### config.mk
export PLATFORM = sky130hd
export DESIGN_NAME = game_referee_flat
export DESIGN_NICKNAME = d
export VERILOG_FILES = /design/src/rtl/game_referee_if.sv /design/src/rtl/game_referee.sv /design/src/flat_wrapper.sv
export SDC_FILE = /design/constraint.sdc
export NUM_CORES = 1
export LEC_CHECK = 0
export CORE_MARGIN = 2
export CORE_UTILIZATION = 40
export CTS_CLUSTER_DIAMETER = 120
export DETAILED_ROUTE_END_ITERATION = 6
export HOLD_SLACK_MARGIN = 0.06
export SKIP_CTS_REPAIR_TIMING = 1
export SYNTH_ARGS = -nofsm -noshare
export SYNTH_HDL_FRONTEND = slang
export SYNTH_SLANG_ARGS = --single-unit
### constraint.sdc
create_clock -name clk -period 2.4 [get_ports clk]
set_input_delay 0.72 -clock clk [delete_from_list [all_inputs] [get_ports clk]]
set_output_delay 0.72 -clock clk [all_outputs]
set_load 0.1 [all_outputs]
### src/rtl/game_referee_if.sv
// Ball-engine / referee link: ball position one way, match status the other.
interface game_referee_if;
    logic [11:0] Ball_X;
    logic [11:0] Ball_Y;
    logic [1:0]  game_state;
    logic        who_win;
    logic [3:0]  player_score;
    logic [3:0]  npc_score;
    logic        point_pulse;

    modport master (
        output Ball_X, Ball_Y,
        input  game_state, who_win, player_score, npc_score, point_pulse
    );

    modport slave (
        input  Ball_X, Ball_Y,
        output game_state, who_win, player_score, npc_score, point_pulse
    );
endinterface

### src/rtl/game_referee.sv
// Rally/score referee: qualifies ball landings, awards points by court side,
// and sequences start -> serve drop -> play -> match end.
module game_referee #(
    parameter int BALL_W      = 30,
    parameter int BALL_H      = 30,
    parameter int GROUND_Y    = 220,
    parameter int NET_POS_X   = 160,
    parameter int NET_W       = 6,
    parameter int LAND_CYCLES = 4,
    parameter int DROP_CYCLES = 100000000,
    parameter int WIN_SCORE   = 5
) (
    input  logic          clk,
    input  logic          reset,
    input  logic          start_btn,
    game_referee_if.slave bus
);

    typedef enum logic [1:0] {
        S_START = 2'd0,
        S_DROP  = 2'd1,
        S_PLAY  = 2'd2,
        S_END   = 2'd3
    } state_t;

    localparam int WIN_EFF = (WIN_SCORE < 1) ? 1 : ((WIN_SCORE > 15) ? 15 : WIN_SCORE);
    localparam int DW      = (DROP_CYCLES > 1) ? $clog2(DROP_CYCLES) : 1;
    localparam int LW      = (LAND_CYCLES > 1) ? $clog2(LAND_CYCLES) : 1;

    localparam logic [DW-1:0] DROP_LAST = DW'(DROP_CYCLES - 1);
    localparam logic [LW-1:0] LAND_LAST = LW'(LAND_CYCLES - 1);
    localparam logic [3:0]    WIN_VAL   = 4'(WIN_EFF);
    localparam logic [12:0]   BALL_H13  = 13'(BALL_H);
    localparam logic [12:0]   HALF_W13  = 13'(BALL_W / 2);
    localparam logic [12:0]   GROUND13  = 13'(GROUND_Y);
    localparam logic [12:0]   NET_C13   = 13'(NET_POS_X + NET_W / 2);

    state_t        state_q, state_d;
    logic [DW-1:0] drop_q, drop_d;
    logic [LW-1:0] land_q, land_d;
    logic [3:0]    ps_q, ps_d;
    logic [3:0]    ns_q, ns_d;
    logic          ww_q, ww_d;
    logic          pulse_q, pulse_d;
    logic          landed;
    logic          left_side;

    // 13-bit sums so a ball near the 12-bit limit cannot wrap into a landing
    assign landed    = ({1'b0, bus.Ball_Y} + BALL_H13) >= GROUND13;
    assign left_side = ({1'b0, bus.Ball_X} + HALF_W13) < NET_C13;

    always_ff @(posedge clk or posedge reset) begin
        if (reset) begin
            state_q <= S_START;
            drop_q  <= '0;
            land_q  <= '0;
            ps_q    <= '0;
            ns_q    <= '0;
            ww_q    <= 1'b0;
            pulse_q <= 1'b0;
        end else begin
            state_q <= state_d;
            drop_q  <= drop_d;
            land_q  <= land_d;
            ps_q    <= ps_d;
            ns_q    <= ns_d;
            ww_q    <= ww_d;
            pulse_q <= pulse_d;
        end
    end

    always_comb begin
        state_d = state_q;
        drop_d  = drop_q;
        land_d  = land_q;
        ps_d    = ps_q;
        ns_d    = ns_q;
        ww_d    = ww_q;
        pulse_d = 1'b0;

        case (state_q)
            S_START, S_END: begin
                if (start_btn) begin
                    ps_d    = '0;
                    ns_d    = '0;
                    ww_d    = 1'b0;
                    drop_d  = '0;
                    state_d = S_DROP;
                end
            end
            S_DROP: begin
                land_d = '0;
                if (drop_q == DROP_LAST) begin
                    drop_d  = '0;
                    state_d = S_PLAY;
                end else begin
                    drop_d = drop_q + DW'(1);
                end
            end
            S_PLAY: begin
                if (!landed) begin
                    land_d = '0;
                end else if (land_q == LAND_LAST) begin
                    land_d  = '0;
                    pulse_d = 1'b1;
                    ww_d    = !left_side;
                    if (left_side) begin
                        ps_d    = ps_q + 4'd1;
                        state_d = (ps_q + 4'd1 == WIN_VAL) ? S_END : S_DROP;
                    end else begin
                        ns_d    = ns_q + 4'd1;
                        state_d = (ns_q + 4'd1 == WIN_VAL) ? S_END : S_DROP;
                    end
                end else begin
                    land_d = land_q + LW'(1);
                end
            end
            default: state_d = S_START;
        endcase
    end

    assign bus.game_state   = state_q;
    assign bus.who_win      = ww_q;
    assign bus.player_score = ps_q;
    assign bus.npc_score    = ns_q;
    assign bus.point_pulse  = pulse_q;

endmodule

### src/flat_wrapper.sv
// flat-port wrapper written by rule: the top's interface ports become plain ports
module game_referee_flat 
#(
    parameter int BALL_W      = 30,
    parameter int BALL_H      = 30,
    parameter int GROUND_Y    = 220,
    parameter int NET_POS_X   = 160,
    parameter int NET_W       = 6,
    parameter int LAND_CYCLES = 4,
    parameter int DROP_CYCLES = 100000000,
    parameter int WIN_SCORE   = 5
)
  (clk, reset, start_btn, bus_Ball_X, bus_Ball_Y, bus_game_state, bus_who_win, bus_player_score, bus_npc_score, bus_point_pulse);
  game_referee_if bus_i ();
  input  logic clk;
  input  logic reset;
  input  logic start_btn;
  input wire logic [$bits(bus_i.Ball_X)-1:0] bus_Ball_X;
  input wire logic [$bits(bus_i.Ball_Y)-1:0] bus_Ball_Y;
  output wire logic [$bits(bus_i.game_state)-1:0] bus_game_state;
  output wire logic [$bits(bus_i.who_win)-1:0] bus_who_win;
  output wire logic [$bits(bus_i.player_score)-1:0] bus_player_score;
  output wire logic [$bits(bus_i.npc_score)-1:0] bus_npc_score;
  output wire logic [$bits(bus_i.point_pulse)-1:0] bus_point_pulse;
  assign bus_i.Ball_X = bus_Ball_X;
  assign bus_i.Ball_Y = bus_Ball_Y;
  assign bus_game_state = bus_i.game_state;
  assign bus_who_win = bus_i.who_win;
  assign bus_player_score = bus_i.player_score;
  assign bus_npc_score = bus_i.npc_score;
  assign bus_point_pulse = bus_i.point_pulse;
  game_referee #(.BALL_W(BALL_W), .BALL_H(BALL_H), .GROUND_Y(GROUND_Y), .NET_POS_X(NET_POS_X), .NET_W(NET_W), .LAND_CYCLES(LAND_CYCLES), .DROP_CYCLES(DROP_CYCLES), .WIN_SCORE(WIN_SCORE)) u_core (.clk(clk), .reset(reset), .start_btn(start_btn), .bus(bus_i));
endmodule
==> impl_metrics.json <==
{
  "grt_pass1_vias": 2451,
  "layout_common_cells": "55 x buf_4, 39 x dfrtp_1, 23 x nor2_1",
  "dp_slack_ns": -1.04,
  "cts_tree": "built",
  "fin_crit_sh_pct": 105,
  "status": "complete, but fails checks",
  "synth_fp_nets": 335,
  "grt_pass1_wl_mm": 11.1,
  "io_buffer_count": 37,
  "antenna_left": 0,
  "yosys_warnings": 0,
  "dieArea_sq_um": 7370,
  "io_pins": 39,
  "yosysSeqAreaShare_pct": 38.3,
  "layout.cell_area.non_filler_sq_um": 3900,
  "synth.distinct_cells": 62,
  "r2r_start": "u_core.bus.game_state[1]",
  "finalSetupViolations": 11,
  "peakVddDrop_uv": 198,
  "htree_levels": 2,
  "place_area_sq_um": 3560,
  "drc_errors": 3,
  "grt_overflow": 0,
  "clockBufferDepth": 2,
  "rrSetupSlack_ns": 0.19,
  "grt_util_all_layers_pct": 18.8,
  "finalSetupTns_ns": -0.839,
  "critPathKind": "in2reg",
  "rows": 29,
  "synth_edf_count": 0,
  "critPathMaxFanout": 4,
  "cts_num_sinks": 41,
  "end_kind": "flip-flop",
  "p_per_area_nw_per_um2": 363,
  "cp_data_arrival_time_ns": 2.70,
  "syn_to_final_growth_pct": 45.5,
  "numCtsBuffers": 5,
  "fp.dieW_microns": 85.9,
  "die_height_microns": 85.9,
  "grt_antenna_before_repair": 0,
  "core_sq_um": 6420,
  "maxSlewHeadroom_pct": 72.9,
  "dr_total_vias": 2531,
  "rsz0062_at_grt": "yes",
  "initial_core_util_pct": 41.7,
  "fin_skew_ns": 0.0149,
  "maxCapViolations": 0,
  "drv_slew": 0,
  "p_leak_nw": 1.64,
  "timing.final.ws_setup_ns": -0.125,
  "grt_max_degree": 42,
  "final_layout_size_suffix_gt1_share_pct": 30.9,
  "routed_wl_mm": 6.75,
  "min_from": "u_core.drop_q[22]",
  "drtIter0Drc": 164,
  "routabilityCongestion": 0.839,
  "fin_nets": 418,
  "first_pass_iters": 6,
  "fill_cells": 565,
  "diodes": 0,
  "wire_per_inst_microns": 14.7,
  "synthArstFlopShare_pct": 100,
  "cts_root_buf": "clkbuf_8",
  "routed_via_density": 5.51,
  "clk_latency_ns": 0.30,
  "startpoint": "bus_Ball_Y[1]",
  "fmax_mhz": 396,
  "syn_area_per_cell_sq_um": 8.96,
  "postSynthCellCount": 299,
  "finish.utilization_pct": 60.7,
  "syn_area_sq_um": 2680,
  "hpwl_mm": 4.93,
  "fin_crit_ns": 2.53,
  "ys_ff_latch": 41,
  "path_clk_slew_ns": 0.09,
  "worst_slew_pin_slew_ns": 0.406,
  "cp_data_required_time_ns": 2.57,
  "synth-main-ff-cell": "dfrtp_1",
  "hp-class": "reg2reg",
  "mostFrequentLayoutCell": "buf_4",
  "hold_violations": 0,
  "violations": "DRC, setup timing",
  "critPathLaunchType": "input port"
}
path summary, 6_finish.rpt:
check                                            to  cells past startpoint
max in group asynchronous  u_core.bus.game_state[1]                      3
min in group asynchronous         u_core.drop_q[17]                      3
hold reg to reg                   u_core.drop_q[22]                      1
setup reg to reg                  u_core.drop_q[25]                      8
setup / recovery           u_core.bus.game_state[1]                      9
hold / removal                    u_core.drop_q[22]                      1
synth_stat cells (3+ instances only):
master / count / area share [%]
o31ai_1: 8 / 2.2
nor4_1: 6 / 1.4
nand2b_1: 8 / 1.9
inv_1: 20 / 2.8
o22ai_1: 5 / 1.2
nor3_1: 7 / 1.3
and2_1: 6 / 1.4
o41ai_1: 3 / 0.98
buf_2: 3 / 0.56
nand4_1: 10 / 2.3
a211oi_1: 3 / 0.84
dfrtp_1: 41 / 38
and3_1: 7 / 1.6
xnor2_1: 7 / 2.3
a21oi_1: 7 / 1.3
ha_1: 9 / 4.2
xor2_1: 11 / 3.6
clkbuf_1: 5 / 0.70
or4_1: 4 / 1.1
nor2_1: 23 / 3.2
o21a_1: 3 / 0.84
nand3_1: 14 / 2.6
o21ai_0: 18 / 3.4
nand2_1: 21 / 2.9
or3_1: 4 / 0.93
cell type report:
class / instances / area (sq um) / share of cell area [%]
clock inverters: 2 / 35.0 / 0.898
flip-flops and latches: 41 / 1030 / 26.5
clock buffers: 5 / 68.8 / 1.76
well taps: 77 / 96.3 / 2.47
multi-input cells: 228 / 1780 / 45.6
repair buffers: 86 / 779 / 20.0
inverters: 20 / 108 / 2.76
cells by family after synthesis:
logic type,synth area share (%)
AO/OA/AOI/OAI,18.3
XOR/XNOR,5.88
adder cells (fa/ha/maj),4.20
buffers and inverters,4.62
flip-flops,38.3
multiplexers,2.01
AND/OR/NAND/NOR,26.7
report_power, final:
group | leakage, nW | switching (W) | internal, W
combinational | 1.11 | 0.0000815 | 0.000104
clock | 0.0540 | 0.000237 | 0.000303
sequential | 0.473 | 0 | 0.000690
total | 1.64 | 0.000319 | 0.00110
registers in the layout, indices dropped and copies added, names as in the netlist:
signal and count:
u_core.bus.player_score 4, u_core.drop_q 27, u_core.bus.game_state 2, u_core.bus.who_win 1, u_core.bus.point_pulse 1, u_core.land_q 2
u_core.bus.npc_score 4
worst max-delay path: stages:
cell      delay, ns
buf_6          0.10
inv_4          0.04
ha_4           0.19
or4bb_4        0.54
o311ai_4       0.08
nand4b_1       0.19
o211a_4        0.32
nor3b_4        0.20
mux2_4         0.31
per-layer routing:
metal  track usage [%]  vias up  routed length [microns]
met3              2.60        6                      232
met2              30.5       39                     3150
met1              26.4     1214                     3280
met5                 0        -                        0
met4              4.76        0                       80
li1                  -     1272                        -
per-stage QoR:
| step | power [W] | hold WS (ns) | cells |
|---|---|---|---|
| 2_1_floorplan | 0.000764 | 0.438 | 299 |
| 3_3_place_gp | 0.000862 | 0.466 | 448 |
| 3_5_place_dp | 0.000863 | 0.471 | 448 |
| 4_1_cts | 0.00141 | 0.487 | 455 |
| 5_1_grt | 0.00148 | 0.530 | 459 |
| 6_report | 0.00141 | 0.485 | 459 |
Power figures use the tool's default switching activity.
